## src/rtl/addsub_acc_ctrl_pkg.sv

```systemverilog
// Shared definitions for the add/subtract accumulator sequencer: state encoding and default widths.
package addsub_acc_ctrl_pkg;

  typedef enum logic [1:0] {
    ST_IDLE = 2'd0,
    ST_RUN  = 2'd1,
    ST_DONE = 2'd2
  } state_e;

  localparam int DEF_WIDTH = 8;
  localparam int DEF_CNT_W = 4;

endpackage

```

## src/rtl/addsub_ov_unit.sv

```systemverilog
// Combinational two's-complement add/subtract with sign-bit overflow detection.
module addsub_ov_unit #(
  parameter int WIDTH = 8
) (
  input  logic [WIDTH-1:0] a,
  input  logic [WIDTH-1:0] b,
  input  logic             sub,
  output logic [WIDTH-1:0] r,
  output logic             v
);

  logic [WIDTH-1:0] w_b_eff;

  // Subtraction as a + ~b + 1; overflow comes from the sign rule, never from negating b,
  // so subtracting the most negative value needs no special case.
  assign w_b_eff = sub ? ~b : b;
  assign r       = a + w_b_eff + WIDTH'(sub);
  assign v       = (a[WIDTH-1] == (b[WIDTH-1] ^ sub)) & (r[WIDTH-1] != a[WIDTH-1]);

endmodule

```

## src/rtl/addsub_acc_ctrl.sv

```systemverilog
// Operand-stream accumulator sequencer with sticky overflow and first-overflow index.
// Build option: ADDSUB_ACC_SAT_EN saturates the accumulator on overflowing steps instead of wrapping.
//
// state   | meaning
// IDLE    | waiting for start; outputs hold last job's result/ov/ov_idx
// RUN     | accepting operands, one per cycle, until len have been taken
// DONE    | one-cycle done pulse, results final
module addsub_acc_ctrl
  import addsub_acc_ctrl_pkg::*;
#(
  parameter int WIDTH = DEF_WIDTH,
  parameter int CNT_W = DEF_CNT_W
) (
  input  logic             clk,
  input  logic             rst_n,
  input  logic             start,
  input  logic [CNT_W-1:0] len,
  input  logic             in_valid,
  output logic             in_ready,
  input  logic [WIDTH-1:0] in_data,
  input  logic             in_sub,
  output logic             busy,
  output logic             done,
  output logic [WIDTH-1:0] result,
  output logic             ov,
  output logic [CNT_W-1:0] ov_idx
);

  state_e           r_state;
  state_e           w_state_nxt;
  logic [CNT_W-1:0] r_len;
  logic [CNT_W-1:0] r_count;
  logic [WIDTH-1:0] r_result;
  logic             r_ov;
  logic [CNT_W-1:0] r_ov_idx;

  logic             w_in_ready;
  logic             w_busy;
  logic             w_done;
  logic             w_xfer;
  logic             w_last;
  logic [WIDTH-1:0] w_sum;
  logic             w_v;
  logic [WIDTH-1:0] w_res_nxt;

  addsub_ov_unit #(.WIDTH(WIDTH)) u_addsub (
    .a   (r_result),
    .b   (in_data),
    .sub (in_sub),
    .r   (w_sum),
    .v   (w_v)
  );

  assign w_xfer = in_valid & w_in_ready;
  assign w_last = (r_count == (r_len - CNT_W'(1)));

`ifdef ADDSUB_ACC_SAT_EN
  localparam logic [WIDTH-1:0] SAT_MAX = {1'b0, {(WIDTH-1){1'b1}}};
  localparam logic [WIDTH-1:0] SAT_MIN = {1'b1, {(WIDTH-1){1'b0}}};

  // Overflow direction follows the sign of the accumulator before the step.
  assign w_res_nxt = w_v ? (r_result[WIDTH-1] ? SAT_MIN : SAT_MAX) : w_sum;
`else
  assign w_res_nxt = w_sum;
`endif

  always_ff @(posedge clk) begin
    if (!rst_n) r_state <= ST_IDLE;
    else        r_state <= w_state_nxt;
  end

  always_comb begin
    w_state_nxt = r_state;
    case (r_state)
      ST_IDLE: if (start) w_state_nxt = (len != '0) ? ST_RUN : ST_DONE;
      ST_RUN:  if (w_xfer && w_last) w_state_nxt = ST_DONE;
      ST_DONE: w_state_nxt = ST_IDLE;
      default: w_state_nxt = ST_IDLE;
    endcase
  end

  always_comb begin
    w_in_ready = 1'b0;
    w_busy     = 1'b0;
    w_done     = 1'b0;
    case (r_state)
      ST_RUN: begin
        w_in_ready = 1'b1;
        w_busy     = 1'b1;
      end
      ST_DONE: begin
        w_busy = 1'b1;
        w_done = 1'b1;
      end
      default: ;
    endcase
  end

  always_ff @(posedge clk) begin
    if (!rst_n) begin
      r_len    <= '0;
      r_count  <= '0;
      r_result <= '0;
      r_ov     <= 1'b0;
      r_ov_idx <= '0;
    end else begin
      case (r_state)
        ST_IDLE: if (start) begin
          r_len    <= len;
          r_count  <= '0;
          r_result <= '0;
          r_ov     <= 1'b0;
          r_ov_idx <= '0;
        end
        ST_RUN: if (w_xfer) begin
          r_result <= w_res_nxt;
          if (w_v && !r_ov) begin
            r_ov     <= 1'b1;
            r_ov_idx <= r_count;
          end
          r_count <= r_count + CNT_W'(1);
        end
        default: ;
      endcase
    end
  end

  assign in_ready = w_in_ready;
  assign busy     = w_busy;
  assign done     = w_done;
  assign result   = r_result;
  assign ov       = r_ov;
  assign ov_idx   = r_ov_idx;

endmodule
```

## config.mk

```make
export PLATFORM = sky130hd
export DESIGN_NAME = addsub_acc_ctrl
export DESIGN_NICKNAME = d
export VERILOG_FILES = /design/src/rtl/addsub_acc_ctrl_pkg.sv /design/src/rtl/addsub_ov_unit.sv /design/src/rtl/addsub_acc_ctrl.sv
export SDC_FILE = /design/constraint.sdc
export NUM_CORES = 1
export LEC_CHECK = 0
export CORE_ASPECT_RATIO = 1.2
export CORE_MARGIN = 2
export CORE_UTILIZATION = 35
export CTS_CLUSTER_DIAMETER = 50
export CTS_CLUSTER_SIZE = 28
export DETAILED_ROUTE_END_ITERATION = 12
export PLACE_DENSITY = 0.57
export SLEW_MARGIN = 0
export SYNTH_ARGS = -nofsm -noshare
export SYNTH_HDL_FRONTEND = slang
export SYNTH_SLANG_ARGS = --single-unit
```

## constraint.sdc

```tcl
create_clock -name clk -period 3 [get_ports clk]
set_input_delay 0.3 -clock clk [delete_from_list [all_inputs] [get_ports clk]]
set_output_delay 0.3 -clock clk [all_outputs]
set_load 0.005 [all_outputs]
```

==> results.ini, run 1 <==
[yosys]
synth_xor_area_frac = 0.09975
async_flop_share = 0
ys_seq_elements = 23
synth-edff-count = 0
synth_top_area_frac = 0.3085
synthAdderAreaFrac = 0.1056
synth_common_cells = dfxtp_1, nand2_1, nand3_1
synth_compound_area_frac = 0.1802
yosys-top-cells-area = dfxtp_1, ha_1, xor2_1
syn_inst = 175
synth_most_common_cell = dfxtp_1
syn_nets = 204
synth.distinct_cells = 39
seq_area_frac_synth = 0.3085
synth_flop_cell = dfxtp_1
synth_area_sq_um = 1493
synth_mux_area_frac = 0.05700
synth_area_per_cell_sq_um = 8.530
ys.warnings.count = 0
synth_top_family_by_area = simple AND/OR/NAND/NOR gates
synth_simple_gate_area_frac = 0.2003
synth_top_cell_by_area = dfxtp_1

[critical_path]
worstPathCellList = clkdlybuf4s50_1 > xor2_1 > ha_1 > nand3_1 > o22ai_2 > a41oi_2 > and3b_2 > o21ai_4 > mux2i_1
setup.worst_path.end_class = register
cp_max_fo = 8
reg2regPathDepth = 8
path_class = input pin to register
crit_arrival_ns = 2.80
worst_setup_path_start_kind = input pin
cp-endpoint = ov_idx[2]
r2r_end = result[6]
worstPathRequired_ns = 3.20
r2r-start = result[0]
slowest_stage = clkdlybuf4s50_1
r2r_slack_ns = 1.01
max_stage_delay_ns = 0.64
cp-startpoint = in_sub

[sta]
hold_viol_final = 0
fin_crit_sh = 0.8655
setup_tns_ns = 0
worst_pin_slew_ns = 0.7011
rsz0062_at_grt = no
fin_worst_skew_ns = 0.008196
fmax_ghz = 0.3851
setup_violations = 0
setup_ws_ns = 0.4035
period_needed_ns = 2.597
slew_violations = 0
maxSlewHeadroom = 0.5312

[finish]
drive_above_1_share = 0.05825
n_fill_cell = 448
synthToLayoutAreaGrowth_pct = 27.91
multi_input_area_sq_um = 959.7
nNetsFinal = 236
final-seq-area_sq_um = 460.4
antenna_cells = 0

[clock_network]
cts.clk_slew.worst_paths_ns = 0.09
cts_hold_buffers = 0
cts_buffer_depth = 2
ctsHtreeMaxLevel = 1
cts.repair.resized = 0
insertion_delay_ns = 0.26
cts_tree = built
cts.sinks = 23
clk_root_buffer_cell = clkbuf_8
cts_inserted_buffers = 3
postCtsSetupRepairBufs = 0

[global_routing]
grt_pass1_vias = 1245
grt.total_usage = 0.1355
grt-ovfl-total = 0
grt_max_degree = 23
grt_pass1_wl_um = 5140
antenna_found_initial = 0

[place]
gp_congestion = 0.8533
place_hpwl_um = 2529
pre_cts_ws_ns = 0.1010
port_buffers = 32

[die]
die_x_um = 63.62
die_area_sq_um = 4805
core_sq_um = 4164
start_util = 0.3585
num_rows = 26
num_io_pins = 33
die_y_um = 75.54

[detailed_routing]
drt-pass1-iter-count = 4
routed_wl_um = 3189
drt_iter0_markers = 49
wl_per_cell_um = 12.17
via_per_inst = 5.080
vias = 1331
antenna_left = 0
drc = 0

[status]
status = finished clean

[pwr]
irDropWorstVdd_mv = 0.1653
power.leakage_nw = 0.7355
p_per_area_nw_per_um2 = 421.9

[run]
maxCapViolCount = 0

[worst_hold_path]
hp-class = register to register

==> per-layer routing <==
layer  up-vias  track usage  wire [um]
met5         -            0          0
met4         0      0.06039         25
met3         2      0.02068        144
met2        32       0.2655       1671
met1       630       0.1452       1347
li1        667            -          -
==> logic make-up (layout without fill, tap and decap cells) <==
kind of cell             Yosys count  after routing
XOR/XNOR                          17             17
adder cells (fa/ha/maj)           12             12
flip-flops                        23             23
multiplexers                       8              8
AO/OA/AOI/OAI                     39             39
buffers and inverters             17             48
AND/OR/NAND/NOR                   59             59
==> power breakdown <==
part	internal [mW]	switching, mW	total, mW
Clock	0.0926	0.101	0.194
Combinational	0.134	0.134	0.268
Sequential	0.325	0.0185	0.344
==> stage by stage <==
stage	cell area [sq um]	power, mW	std cells	hold slack (ns)	util
6_report	1909	0.8056	262	0.4637	0.4585
3_3_place_gp	1863	0.6162	258	0.4504	0.4474
5_1_grt	1909	0.8587	262	0.4880	0.4585
4_1_cts	1909	0.8146	262	0.4697	0.4585
3_5_place_dp	1863	0.6211	258	0.4519	0.4474
2_1_floorplan	1493	0.5231	175	0.4544	-
==> final cells by class <==
cell class / instances / share of cell area
Clock inverter: 1 / 0.002621
Multi-Input combinational cell: 135 / 0.5026
Tap cell: 56 / 0.03670
Clock buffer: 3 / 0.02163
Inverter: 10 / 0.01966
Sequential cell: 23 / 0.2412
Timing Repair Buffer: 34 / 0.1756
==> how the worst min path moves through the flow <==
| stage | from | endpoint | slack (ns) | cells after the start |
|---|---|---|---|---|
| CTS | ov_idx[0] | ov_idx[0] | 0.47 | 2 |
| floorplan | ov_idx[3] | ov_idx[3] | 0.45 | 2 |
| detailed placement | ov_idx[0] | ov_idx[0] | 0.45 | 2 |
| finish | ov_idx[3] | ov_idx[3] | 0.46 | 2 |
| global placement | ov_idx[1] | ov_idx[1] | 0.45 | 2 |
| global route | ov_idx[0] | ov_idx[0] | 0.49 | 2 |
==> registers in the layout, indices dropped and copies added (netlist names) <==
signal / cells
result: 8
r_count: 4
ov_idx: 4
r_state: 2
ov: 1
r_len: 4
==> cells in the final DEF, fill, tap and decap left out, types with 2 or more instances in the layout <==
cell / n
nand2b_1: 2
o21a_1: 2
nand3b_1: 2
nand2_1: 22
ha_1: 11
a21boi_0: 8
xor2_1: 11
nand3_1: 12
clkdlybuf4s50_1: 32
o21ai_0: 8
clkbuf_8: 3
a22oi_1: 3
a21oi_1: 9
buf_4: 2
nor2_1: 4
o31ai_1: 2
inv_1: 10
dfxtp_1: 23
nor3b_1: 3
mux2i_1: 6
xnor2_1: 6
nor2b_1: 7
==> worst max-delay path, delay by kind of cell <==
kind            cells  cell delay, ns
buf+inv             1            0.64
compound gates      3            0.64
fa+ha+maj           1            0.38
simple gates        2            0.37
xor+xnor            1            0.26
mux                 1            0.21
Power figures use the tool's default switching activity.
==> run 2, diff against run 1 <==
--- a/config.mk
+++ b/config.mk
@@ -7,12 +7,13 @@
 export LEC_CHECK = 0
 export CORE_ASPECT_RATIO = 1.2
 export CORE_MARGIN = 2
-export CORE_UTILIZATION = 35
+export CORE_UTILIZATION = 47
 export CTS_CLUSTER_DIAMETER = 50
 export CTS_CLUSTER_SIZE = 28
 export DETAILED_ROUTE_END_ITERATION = 12
-export PLACE_DENSITY = 0.57
+export PLACE_DENSITY = 0.73
 export SLEW_MARGIN = 0
 export SYNTH_ARGS = -nofsm -noshare
 export SYNTH_HDL_FRONTEND = slang
+export SYNTH_HIERARCHICAL = 1
 export SYNTH_SLANG_ARGS = --single-unit
==> run 2 against run 1 <==
  * Clock skew decreased by 0.0040 ns
  * Die area decreased by 23%
  * Sequential share of layout area about the same
  * Flip-flop and latch count unchanged
  * First-iteration DRC count is 20% lower
  * Final area shrank 0.13%
  * Clock power shrank 27%
  * Synthesized cell count increased by 3.4%
==> results.ini, run 2 <==
[yosys]
synth_flop_cell = dfxtp_1  ; unchanged
synth_common_cells = nand2_1, dfxtp_1, nand3_1  ; was dfxtp_1, nand2_1, nand3_1
yosys-top-cells-area = dfxtp_1, ha_1, xor2_1  ; unchanged
synth_area_sq_um = 1521  ; was 1493 sq um
ys.warnings.count = 6  ; was 0
synth_top_family_by_area = simple AND/OR/NAND/NOR gates  ; unchanged
synth_top_cell_by_area = dfxtp_1  ; unchanged
syn_nets = 210  ; was 204
synth_simple_gate_area_frac = 0.2138  ; was 0.2003
syn_inst = 181  ; was 175
synth_area_per_cell_sq_um = 8.406  ; was 8.530 sq um
synth-edff-count = 0  ; unchanged
ys_seq_elements = 23  ; unchanged
synth_compound_area_frac = 0.1916  ; was 0.1802
synth_mux_area_frac = 0.02303  ; was 0.05700
synth_most_common_cell = nand2_1  ; was dfxtp_1
seq_area_frac_synth = 0.3026  ; was 0.3085
synth_top_area_frac = 0.3026  ; was 0.3085
synthAdderAreaFrac = 0.1036  ; was 0.1056
async_flop_share = 0  ; unchanged
synth_xor_area_frac = 0.1143  ; was 0.09975
synth.distinct_cells = 38  ; was 39

[finish]
final_common_cell = clkdlybuf4s50_1  ; unchanged
n_fill_cell = 289  ; was 448
nNetsFinal = 243  ; was 236
drive_above_1_share = 0.07512  ; was 0.05825
fin_util = 0.6185  ; was 0.4585
antenna_cells = 0  ; unchanged
largest_reg_flops = 8  ; unchanged
layout_common_cells = clkdlybuf4s50_1, nand2_1, dfxtp_1  ; was clkdlybuf4s50_1, dfxtp_1, nand2_1
final_area_sq_um = 1907  ; was 1909 sq um
synthToLayoutAreaGrowth_pct = 25.33  ; was 27.91%
instances_no_fill = 249  ; was 262

[clock_network]
postCtsSetupRepairBufs = 0  ; unchanged
cts_tree = built  ; unchanged
cts_inserted_buffers = 3  ; unchanged
clk_root_buffer_cell = clkbuf_4  ; was clkbuf_8
cts.clk_slew.worst_paths_ns = 0.12  ; was 0.09 ns
ctsHtreeMaxLevel = 1  ; unchanged
insertion_delay_ns = 0.31  ; was 0.26 ns
cts_buffer_depth = 2  ; unchanged
cts.sinks = 23  ; unchanged
cts_hold_buffers = 0  ; unchanged
cts.repair.resized = 0  ; unchanged

[pwr]
clkPwrFrac = 0.129  ; was 0.240
irDropWorstVdd_mv = 0.3733  ; was 0.1653 mV
power.internal_mw = 0.6436  ; was 0.5516 mW
netSwitchingFraction = 0.4152  ; was 0.3153
combPwrFrac = 0.526  ; was 0.333
seqPwrFrac = 0.345  ; was 0.427
power.leakage_nw = 0.7446  ; was 0.7355 nW
p_per_area_nw_per_um2 = 577.2  ; was 421.9 nW/um^2
power.switching_mw = 0.4570  ; was 0.2540 mW

[critical_path]
r2r_end = ov_idx[1]  ; was result[6]
crit_arrival_ns = 3.02  ; was 2.80 ns
setup.worst_path.end_class = register  ; unchanged
path_class = input pin to register  ; unchanged
r2r-start = result[4]  ; was result[0]
r2r_slack_ns = 0.68  ; was 1.01 ns
worst_setup_path_start_kind = input pin  ; unchanged
worstPathRequired_ns = 3.25  ; was 3.20 ns
cp_max_fo = 6  ; was 8
reg2regPathDepth = 10  ; was 8

[status]
status = finished clean  ; unchanged

[sta]
fmax_ghz = 0.3607  ; was 0.3851 GHz
fin_crit_sh = 0.9240  ; was 0.8655
maxSlewHeadroom = 0.5609  ; was 0.5312
fin_worst_skew_ns = 0.004151  ; was 0.008196 ns
slew_violations = 0  ; unchanged
worst_pin_slew_ns = 0.6565  ; was 0.7011 ns
setup_violations = 0  ; unchanged
hold_viol_final = 0  ; unchanged
period_needed_ns = 2.772  ; was 2.597 ns
holdWs_ns = 0.4691  ; was 0.4637 ns
rsz0062_at_grt = no  ; unchanged

[worst_hold_path]
holdPathStages = 2  ; unchanged
hold_start = ov_idx[2]  ; was ov_idx[3]
worstHoldEndpoint = ov_idx[2]  ; was ov_idx[3]
hp-class = register to register  ; unchanged

[detailed_routing]
routed_wl_um = 3480  ; was 3189 um
vias = 1384  ; was 1331
drc = 0  ; unchanged
drt-pass1-iter-count = 4  ; unchanged
wl_per_cell_um = 13.98  ; was 12.17 um
drt_iter0_markers = 39  ; was 49
via_per_inst = 5.558  ; was 5.080
antenna_left = 0  ; unchanged

[place]
port_buffers = 32  ; unchanged
gp_congestion = 0.7936  ; was 0.8533
place_hpwl_um = 2606  ; was 2529 um
placed_cell_area_sq_um = 1881  ; was 1863 sq um
place_inst = 245  ; was 258

[global_routing]
grt_max_degree = 24  ; was 23
grt.total_usage = 0.2066  ; was 0.1355
grt_pass1_vias = 1397  ; was 1245
antenna_found_initial = 0  ; unchanged
grt_pass1_wl_um = 6058  ; was 5140 um
grt-ovfl-total = 0  ; unchanged

[die]
num_rows = 22  ; was 26
die_area_sq_um = 3710  ; was 4805 sq um
num_io_pins = 33  ; unchanged
die_x_um = 55.94  ; was 63.62 um
core_sq_um = 3083  ; was 4164 sq um
die_y_um = 66.33  ; was 75.54 um
start_util = 0.4935  ; was 0.3585

[run]
maxCapViolCount = 0  ; unchanged

run 2: how the worst max path moves through the flow:
stage	from	endpoint	cells after the start
floorplan	in_sub	ov_idx[1]	12
global placement	in_sub	ov_idx[3]	12
detailed placement	in_sub	ov_idx[1]	12
global route	in_sub	ov_idx[0]	12
finish	in_sub	ov_idx[1]	12
CTS	in_sub	ov_idx[0]	12
run 2: power groups by stage:
stage          clock (mW)  combinational (mW)  sequential, mW
5_1_grt             0.166               0.643           0.385
6_report            0.142               0.579           0.379
3_5_place_dp            0               0.570           0.386
3_3_place_gp            0               0.547           0.385
4_1_cts             0.151               0.576           0.379
2_1_floorplan           0               0.391           0.379
run 2: layer usage:
metal	part of all wire	vias up	global-route usage	wire, um
met4	0.012	0	0.08333	42
met3	0.035	4	0.03718	123
met5	0	-	0	0
met2	0.52	30	0.3943	1796
met1	0.44	665	0.2242	1518
li1	-	685	-	-
run 2: through the flow:
step	setup WS (ns)	setup TNS, ns	power (mW)
final	0.2280	0	1.101
after global routing	0.04226	0	1.194
after CTS	0.2712	0	1.106
after detailed placement	-0.05345	-0.1329	0.9558
after global placement	0.05952	0	0.9318
after floorplan	0.6519	0	0.7703
run 2: final cells by class:
| class | count | area [sq um] | share of cell area |
|---|---|---|---|
| inverter | 9 | 33.78 | 0.01772 |
| tap | 36 | 45.04 | 0.02362 |
| sequential | 23 | 460.4 | 0.2415 |
| multi-input combinational | 140 | 983.4 | 0.5157 |
| clock buffer | 4 | 26.28 | 0.01378 |
| timing repair buffer | 37 | 357.8 | 0.1877 |
run 2: logic make-up after synthesis:
group                      count (synthesis)
buffers and inverters                     18
muxes                                      3
adders and majority gates                 12
and+or+nand+nor                           69
AOI/OAI and AO/OA                         37
DFF                                       23
xor gates and xnor gates                  19
run 2: worst max-delay path: stages:
cell and delay, ns:
clkdlybuf4s50_1 0.66, xor2_1 0.20, ha_1 0.29, a21oi_1 0.21, o221ai_2 0.16, a31oi_4 0.23
mux2i_1 0.21, inv_1 0.05, o21ai_0 0.20, and2_1 0.25, nand3_1 0.10, a21boi_1 0.16
==> run 3, diff against run 2 <==
--- a/config.mk
+++ b/config.mk
@@ -7,7 +7,7 @@
 export LEC_CHECK = 0
 export CORE_ASPECT_RATIO = 1.2
 export CORE_MARGIN = 2
-export CORE_UTILIZATION = 47
+export CORE_UTILIZATION = 45
 export CTS_CLUSTER_DIAMETER = 50
 export CTS_CLUSTER_SIZE = 28
 export DETAILED_ROUTE_END_ITERATION = 12
==> constraint.sdc (replaced) <==
create_clock -name clk -period 2.55 [get_ports clk]
set_input_delay 0.255 -clock clk [delete_from_list [all_inputs] [get_ports clk]]
set_output_delay 0.255 -clock clk [all_outputs]
set_load 0.005 [all_outputs]
==> run 3 against run 2 <==
  * Clock skew grew 0.0012 ns
  * Register-to-register slack got worse by 0.30 ns
  * Non-clock buffer count is 13 higher
  * Critical path depth unchanged
  * Largest cell class unchanged
  * Global-route usage down 0.94 points
==> results.ini, run 3 (synthesis results as in run 2) <==
[place]
port_buffers = 32  ; unchanged
pre_cts_ws_ns = -0.4386  ; was -0.05345 ns
place_hpwl_um = 2732  ; was 2606 um
gp_congestion = 0.7794  ; was 0.7936

[critical_path]
setup.worst_path.end_class = register  ; unchanged
cp_max_fo = 5  ; was 6
path_class = input pin to register  ; unchanged
worst_setup_path_start_kind = input pin  ; unchanged
crit_arrival_ns = 2.61  ; was 3.02 ns
r2r_slack_ns = 0.38  ; was 0.68 ns
worstPathRequired_ns = 2.75  ; was 3.25 ns

[clock_network]
cts.sinks = 23  ; unchanged
postCtsSetupRepairBufs = 0  ; unchanged
clk_root_buffer_cell = clkbuf_8  ; was clkbuf_4
cts.clk_slew.worst_paths_ns = 0.08  ; was 0.12 ns
cts_inserted_buffers = 3  ; unchanged
cts_tree = built  ; unchanged
cts_hold_buffers = 0  ; unchanged
cts_buffer_depth = 2  ; unchanged
ctsHtreeMaxLevel = 1  ; unchanged
insertion_delay_ns = 0.27  ; was 0.31 ns

[sta]
period_needed_ns = 2.406
setup_ws_ns = 0.1443  ; was 0.2280 ns
slew_violations = 0  ; unchanged
fin_crit_sh = 0.9434
fin_worst_skew_ns = 0.005346  ; was 0.004151 ns
hold_viol_final = 0  ; unchanged
holdWs_ns = 0.4600  ; was 0.4691 ns
fmax_ghz = 0.4157
setup_violations = 0  ; unchanged
maxSlewHeadroom = 0.5508  ; was 0.5609
worst_pin_slew_ns = 0.6717  ; was 0.6565 ns

[run]
maxCapViolCount = 0  ; unchanged

[finish]
synthToLayoutAreaGrowth_pct = 33.39  ; was 25.33%
layout_common_cells = nand2_1, clkdlybuf4s50_1, dfxtp_1  ; was clkdlybuf4s50_1, nand2_1, dfxtp_1
fin_util = 0.6186  ; was 0.6185
largest_reg_flops = 8  ; unchanged
antenna_cells = 0  ; unchanged
nNetsFinal = 256  ; was 243
drive_above_1_share = 0.1372  ; was 0.07512

[detailed_routing]
via_per_inst = 5.281  ; was 5.558
wl_per_cell_um = 13.24  ; was 13.98 um
vias = 1389  ; was 1384
drt-pass1-iter-count = 4  ; unchanged
drc = 0  ; unchanged
antenna_left = 0  ; unchanged
routed_wl_um = 3481  ; was 3480 um
drt_iter0_markers = 40  ; was 39

[die]
num_rows = 23  ; was 22
num_io_pins = 33  ; unchanged
start_util = 0.4638  ; was 0.4935
die_y_um = 67.70  ; was 66.33 um
die_area_sq_um = 3864  ; was 3710 sq um
core_sq_um = 3281  ; was 3083 sq um
die_x_um = 57.08  ; was 55.94 um

[global_routing]
grt_max_degree = 24  ; unchanged
grt.total_usage = 0.1972  ; was 0.2066
antenna_found_initial = 0  ; unchanged
grt_pass1_vias = 1387  ; was 1397
grt_pass1_wl_um = 5947  ; was 6058 um
grt-ovfl-total = 0  ; unchanged

[worst_hold_path]
hp-class = register to register  ; unchanged

[pwr]
irDropWorstVdd_mv = 0.4365  ; was 0.3733 mV
power.leakage_nw = 0.8220  ; was 0.7446 nW
p_per_area_nw_per_um2 = 691.4  ; was 577.2 nW/um^2

[status]
status = finished clean  ; unchanged

## run 3: what timing repair did
action,4_1_cts,5_1_grt
setup endpoints to repair,5,5
pin swaps,0,5
gates resized for setup,2,2
## run 3: power by group
| group | leakage [nW] | internal [mW] | total, mW | switching (mW) |
|---|---|---|---|---|
| sequential | 0.187 | 0.404 | 0.447 | 0.0429 |
| clock | 0.0228 | 0.112 | 0.227 | 0.115 |
| combinational | 0.613 | 0.342 | 0.730 | 0.388 |
| total | 0.822 | 0.857 | 1.40 | 0.546 |
## run 3: path summary, 6_finish.rpt
kind | start | end | cells past startpoint
setup / recovery | in_data[4] | ov_idx[3] | 12
hold / removal | ov_idx[2] | ov_idx[2] | 2
setup reg to reg | result[4] | ov_idx[3] | 10
hold reg to reg | ov_idx[2] | ov_idx[2] | 2
## run 3: layout make-up
type / count / area [sq um]
well taps: 37 / 46.29
repair buffers: 50 / 454.2
inverters: 9 / 33.78
fillers: 314 / 1251
multi-input cells: 140 / 989.7
flip-flops and latches: 23 / 460.4
clock buffers: 4 / 45.04
## run 3: metal layers
metal / up-vias / share of wire / track usage
met1: 648 / 0.43 / 0.2214
li1: 714 / - / -
met2: 22 / 0.53 / 0.3678
met5: - / 0 / 0
met4: 0 / 0.018 / 0.09593
met3: 5 / 0.025 / 0.02299
## run 3: critical path: stages
cell and delay [ns]:
clkdlybuf4s50_1 0.48, xor2_1 0.16, ha_1 0.29, a21oi_1 0.24, o221ai_2 0.16, a31oi_4 0.17
mux2i_1 0.21, inv_1 0.06, o21ai_1 0.15, and2_4 0.19, nand3_1 0.08, a21boi_1 0.15
## run 3: metrics by stage
stage,total power [mW],std cells,setup TNS (ns),area (sq um)
after global placement,1.149,259,-1.480,1979
after floorplan,0.9062,181,0,1521
after global routing,1.520,263,-0.02739,2029
after detailed placement,1.171,259,-2.169,1979
final,1.403,263,0,2029
after CTS,1.412,263,0,2026
